## config.mk

```make
export PLATFORM = sky130hd
export DESIGN_NAME = ram_dma_copy
export DESIGN_NICKNAME = d
export VERILOG_FILES = /design/src/rtl/ram_dma_copy.sv
export SDC_FILE = /design/constraint.sdc
export NUM_CORES = 1
export LEC_CHECK = 0
export CORE_ASPECT_RATIO = 1.2
export CORE_MARGIN = 2
export CORE_UTILIZATION = 36
export CTS_CLUSTER_SIZE = 40
export DETAILED_ROUTE_END_ITERATION = 6
export PLACE_DENSITY_LB_ADDON = 0.1
export SLEW_MARGIN = 40
export SYNTH_ARGS = -nofsm -noshare
export SYNTH_HDL_FRONTEND = slang
export SYNTH_SLANG_ARGS = --single-unit
```

## constraint.sdc

```tcl
create_clock -name clk_i -period 2 [get_ports clk_i]
set_clock_uncertainty 0.2 [all_clocks]
set_input_delay 0.4 -clock clk_i [delete_from_list [all_inputs] [get_ports clk_i]]
set_output_delay 0.4 -clock clk_i [all_outputs]
set_load 0.02 [all_outputs]
```

## src/rtl/ram_dma_copy.sv

```systemverilog
// ram_dma_copy
//   Block-copy DMA helper driving the on-chip single-port RAM port. It copies
//   len words from src to dst in ascending order. Each word takes two cycles:
//   RD presents the source address, and WR writes the returned word to the
//   destination. Both addresses wrap modulo 2^AW.
//
//   Optional build macro: RAM_DMA_FILL_EN
//     When defined, a start with fill_i=1 writes the latched pattern_i to len
//     destination words, one word per cycle (FILL state).
//     When undefined, fill_i and pattern_i are ignored.
//
// Ports
//   clk_i      clock, rising edge
//   rst_i      synchronous active-high reset; also masks RAM writes at once
//   start_i    start request (sampled only in IDLE)
//   src_i      source word address       (latched on accepted start)
//   dst_i      destination word address  (latched on accepted start)
//   len_i      word count 0..2^LW-1      (latched on accepted start)
//   fill_i     fill mode select          (RAM_DMA_FILL_EN only)
//   pattern_i  fill word                 (RAM_DMA_FILL_EN only)
//   busy_o     transfer in progress
//   done_o     one-cycle completion pulse
//   ram_we_o   RAM write enable
//   ram_adr_o  RAM word address
//   ram_be_o   RAM byte enables
//   ram_dat_o  RAM write data
//   ram_dat_i  RAM read data (valid the cycle after the address)
module ram_dma_copy #(
  parameter int AW = 12,
  parameter int LW = 13
) (
  input  logic          clk_i,
  input  logic          rst_i,
  input  logic          start_i,
  input  logic [AW-1:0] src_i,
  input  logic [AW-1:0] dst_i,
  input  logic [LW-1:0] len_i,
  input  logic          fill_i,
  input  logic [31:0]   pattern_i,
  output logic          busy_o,
  output logic          done_o,
  output logic          ram_we_o,
  output logic [AW-1:0] ram_adr_o,
  output logic [3:0]    ram_be_o,
  output logic [31:0]   ram_dat_o,
  input  logic [31:0]   ram_dat_i
);

`ifdef RAM_DMA_FILL_EN
  typedef enum logic [2:0] {
    S_IDLE = 3'd0,
    S_RD   = 3'd1,
    S_WR   = 3'd2,
    S_DONE = 3'd3,
    S_FILL = 3'd4
  } state_t;
`else
  typedef enum logic [2:0] {
    S_IDLE = 3'd0,
    S_RD   = 3'd1,
    S_WR   = 3'd2,
    S_DONE = 3'd3
  } state_t;
`endif

  localparam logic [AW-1:0] ADR_ONE = AW'(1);
  localparam logic [LW-1:0] CNT_ONE = LW'(1);
  localparam logic [LW-1:0] CNT_ZERO = LW'(0);

  state_t        state_q, state_d;
  logic [AW-1:0] src_q, src_d;
  logic [AW-1:0] dst_q, dst_d;
  logic [LW-1:0] cnt_q, cnt_d;
  logic          we_s;
  logic [3:0]    be_s;

`ifdef RAM_DMA_FILL_EN
  logic [31:0]   pat_q, pat_d;
`else
  // Fill inputs have no function in this build; the unused_ prefix marks them intentionally sunk.
  logic          unused_fill_s;
  assign unused_fill_s = ^{fill_i, pattern_i};
`endif

  // State and datapath registers with synchronous reset.
  always_ff @(posedge clk_i) begin
    if (rst_i) begin
      state_q <= S_IDLE;
      src_q   <= '0;
      dst_q   <= '0;
      cnt_q   <= '0;
`ifdef RAM_DMA_FILL_EN
      pat_q   <= 32'h0000_0000;
`endif
    end else begin
      state_q <= state_d;
      src_q   <= src_d;
      dst_q   <= dst_d;
      cnt_q   <= cnt_d;
`ifdef RAM_DMA_FILL_EN
      pat_q   <= pat_d;
`endif
    end
  end

  // Next-state and RAM-port decode. All outputs are decoded from the current state.
  always_comb begin
    state_d   = state_q;
    src_d     = src_q;
    dst_d     = dst_q;
    cnt_d     = cnt_q;
`ifdef RAM_DMA_FILL_EN
    pat_d     = pat_q;
`endif
    busy_o    = 1'b0;
    done_o    = 1'b0;
    we_s      = 1'b0;
    be_s      = 4'h0;
    ram_adr_o = '0;
    ram_dat_o = 32'h0000_0000;

    case (state_q)
      S_IDLE: begin
        if (start_i) begin
          if (len_i == CNT_ZERO) begin
            state_d = S_DONE;
          end else begin
            src_d = src_i;
            dst_d = dst_i;
            cnt_d = len_i;
`ifdef RAM_DMA_FILL_EN
            if (fill_i) begin
              pat_d   = pattern_i;
              state_d = S_FILL;
            end else begin
              state_d = S_RD;
            end
`else
            state_d = S_RD;
`endif
          end
        end else begin
          state_d = S_IDLE;
        end
      end
      S_RD: begin
        busy_o    = 1'b1;
        ram_adr_o = src_q;
        state_d   = S_WR;
      end
      S_WR: begin
        // The word addressed in RD arrives this cycle and is written straight through.
        busy_o    = 1'b1;
        ram_adr_o = dst_q;
        we_s      = 1'b1;
        be_s      = 4'hF;
        ram_dat_o = ram_dat_i;
        src_d     = src_q + ADR_ONE;
        dst_d     = dst_q + ADR_ONE;
        cnt_d     = cnt_q - CNT_ONE;
        if (cnt_q == CNT_ONE) begin
          state_d = S_DONE;
        end else begin
          state_d = S_RD;
        end
      end
`ifdef RAM_DMA_FILL_EN
      S_FILL: begin
        busy_o    = 1'b1;
        ram_adr_o = dst_q;
        we_s      = 1'b1;
        be_s      = 4'hF;
        ram_dat_o = pat_q;
        dst_d     = dst_q + ADR_ONE;
        cnt_d     = cnt_q - CNT_ONE;
        if (cnt_q == CNT_ONE) begin
          state_d = S_DONE;
        end else begin
          state_d = S_FILL;
        end
      end
`endif
      S_DONE: begin
        done_o  = 1'b1;
        state_d = S_IDLE;
      end
      default: begin
        state_d = S_IDLE;
      end
    endcase
  end

  // A reset asserted during a write cycle must suppress that write, so the
  // strobes are masked combinationally rather than waiting for the edge.
  assign ram_we_o = we_s & ~rst_i;
  assign ram_be_o = be_s & {4{~rst_i}};

endmodule

```

==> metrics <==
Netlist cell types 53; crit path kind reg2out; Worst-path clk slew around 0.080 ns; Syn Inst Count 402; status finished with violations; total track usage approximately 24%; WP data required about 1.4 ns; Port Buffers 122; initial antenna violation count 0; Chip Height ~100 um; worst rel slew slack around three fifths; startpoint types flip-flop; PwrDens slightly below 500 nW/um^2; DR vias/cell 5.52; leak pwr 2.14 nW; placed cell count 628; post-DP HPWL 7030 um; io pins between 150 and 200; core area roughly 8000 um^2; post-route cell area ~5500 um^2; number of buffers created by CTS 5; Fmax 464 MHz; CP endpoint kind output port; Overflow after GRT 0; CP max FO 6; Layout area overhead 86.2%; number of routed nets with antenna violations 0; ant diodes 0; post-route insts no fill 669; CP arrival between 1.5 and 2 ns; clk buf depth 2; Slew @ Worst Pin 0.578 ns; Wirelength per Cell 17.1 um; fin crit share 108%; pre-CTS WS -0.518 ns; Slew Limit Fails 0; Mapped Area roughly 3000 um^2; number of global-route vias before repair 3502; time the worst path needs with I/O delays and setup roughly 2.2 ns; Setup TNS -6.75 ns; layout cells sized above 1 39.5%; initial detailed-routing violation count 202; # clock sinks 39; initial core utilization between 30% and 40%; setup violators final a little under 80; Final Hold Fails 0; total die area a little under 9000 um^2; post-synthesis sequential area ratio about a quarter; first-pass GRT wire length roughly 17000 um; CTS tree done; Post-CTS Hold Buffers 0; Net Sw Power 0.896 mW; row cnt 36; Seq cells post-synth 39; Die X 86.4 um; Post-synth top flop dfxtp_1; final worst setup slack -0.153 ns; failing checks setup timing; Root Buffer clkbuf_8; latest clock arrival within the worst-skew pair about 0.30 ns; P_int 1.80 mW; post-layout power roughly 2.7 mW; dpl cell area about 4600 um^2; DRC errors left 0; Nets 687; power share of the combinational group a little over two fifths; drt pass-1 iters 5; RSZ-0062 raised after global routing true; Max rail drop VDD roughly 0.3 mV; Mapped Nets about 520; H-tree depth 2; HP Class reg2reg; Sw Ratio between 30% and 40%; GPL Wtd Cong 0.836; Reg power frac between 30% and 40%; Post-Syn Area per Cell 7.30 um^2; EDFF count, synth 0; Post-Route WL 11400 um; pin count of the biggest net entering global routing between 40 and 50; synth warn 0; max-cap viol count 0; post-synthesis async set-or-reset flop share 0%; Clock power frac a little under a quarter; vias 3693
power groups by stage:
stage          Combinational (mW)  Sequential [mW]  Clock, mW
2_1_floorplan               0.450            0.930          0
3_3_place_gp                0.857            0.937          0
3_5_place_dp                0.869            0.940          0
4_1_cts                      1.03            0.930      0.623
5_1_grt                      1.23            0.946      0.654
6_report                     1.15            0.937      0.611
metal layers:
layer,part of all wire (%),vias to the layer above,global-route usage [%],wire length (um)
li1,-,1792,-,-
met3,6.0,16,3.36,688
met5,0,-,0,0
met4,1.4,0,6.01,160
met1,41,1748,29.5,4710
met2,51,137,44.7,5890
cells by family (layout without fill, tap and decap cells):
group                      after synthesis  after routing  share of synthesized area [%]
xor gates and xnor gates                 1              1                          0.299
and+or+nand+nor                        171            171                           32.3
AOI/OAI and AO/OA                      133            133                           28.4
muxes                                    3              3                           1.07
buffers and inverters                   46            218                           7.42
adders and majority gates                9              9                           3.84
DFF                                     39             39                           26.6
what timing repair did:
action	in CTS	in global routing
gates resized for setup	313	72
setup buffers	12	10
setup endpoints to repair	88	87
gates cloned	9	4
pin swaps	19	6
layout make-up:
| cell class | instances | area, um^2 |
|---|---|---|
| Inverter | 11 | 56.3 |
| Fill cell | 677 | 2560 |
| Clock buffer | 8 | 100 |
| Timing Repair Buffer | 199 | 2170 |
| Multi-Input combinational cell | 317 | 2230 |
| Tap cell | 95 | 119 |
| Sequential cell | 39 | 792 |
worst paths after layout:
kind,from,endpoint,slack (ns),depth (start not counted)
setup / recovery,state_q[0]$_SDFF_PP0_,ram_adr_o[9],-0.15,7
hold / removal,cnt_q[12]$_SDFFE_PP0P_,cnt_q[12]$_SDFFE_PP0P_,0.28,2
setup reg to reg,state_q[0]$_SDFF_PP0_,dst_q[8]$_SDFFE_PP0P_,-0.14,12
hold reg to reg,cnt_q[12]$_SDFFE_PP0P_,cnt_q[12]$_SDFFE_PP0P_,0.28,2
stage by stage:
stage               util (%)  hold WS, ns
floorplan                  -        0.248
global placement        57.1        0.258
detailed placement      57.1        0.265
CTS                     63.6        0.276
global route            68.1        0.341
finish                  68.1        0.281
cell usage after synthesis (2+ instances only):
library cell	instances	area share, %
a21oi_1	49	8.4
dfxtp_1	39	27
and2_1	34	7.3
o21ai_0	34	5.8
nand2_1	25	3.2
nor2_1	25	3.2
nor2b_1	22	4.7
clkbuf_1	20	2.6
nor3_1	17	2.9
nand3_1	14	2.4
a22oi_1	12	3.1
inv_1	10	1.3
ha_1	9	3.8
nand2b_1	9	1.9
o32ai_1	8	2.4
and3_1	7	1.5
buf_2	6	1.0
a211oi_1	5	1.3
o2bb2ai_1	5	1.5
buf_4	4	1.0
nand4_1	4	0.85
a31oi_1	3	0.64
buf_6	3	1.2
a221oi_2	2	1.0
a41oi_1	2	0.60
buf_1	2	0.26
mux2i_1	2	0.68
nor4_1	2	0.43
nor4_2	2	0.85
o21a_1	2	0.51
o22ai_1	2	0.43
state kept, by name, indices dropped and copies added (netlist names):
name / cells
cnt_q: 13
dst_q: 12
src_q: 12
state_q: 2
cells in the final DEF, fill, tap and decap left out, types with 14 or more instances in the layout:
master and count:
clkdlybuf4s50_1 60, dfxtp_1 34, and2_2 29, o21ai_0 22, nand2_1 25, a21oi_1 47
nor3_1 16, buf_4 53, buf_6 44, nand3_1 14, nor2_1 21
worst max-delay path: stages, from the launching register on:
cell,delay [ns]
dfxtp_4,0.37
inv_4,0.04
ha_4,0.18
buf_12,0.13
buf_16,0.14
a22oi_2,0.17
nor2b_1,0.06
buf_4,0.15
No activity file was read; power rests on OpenSTA's default activity.
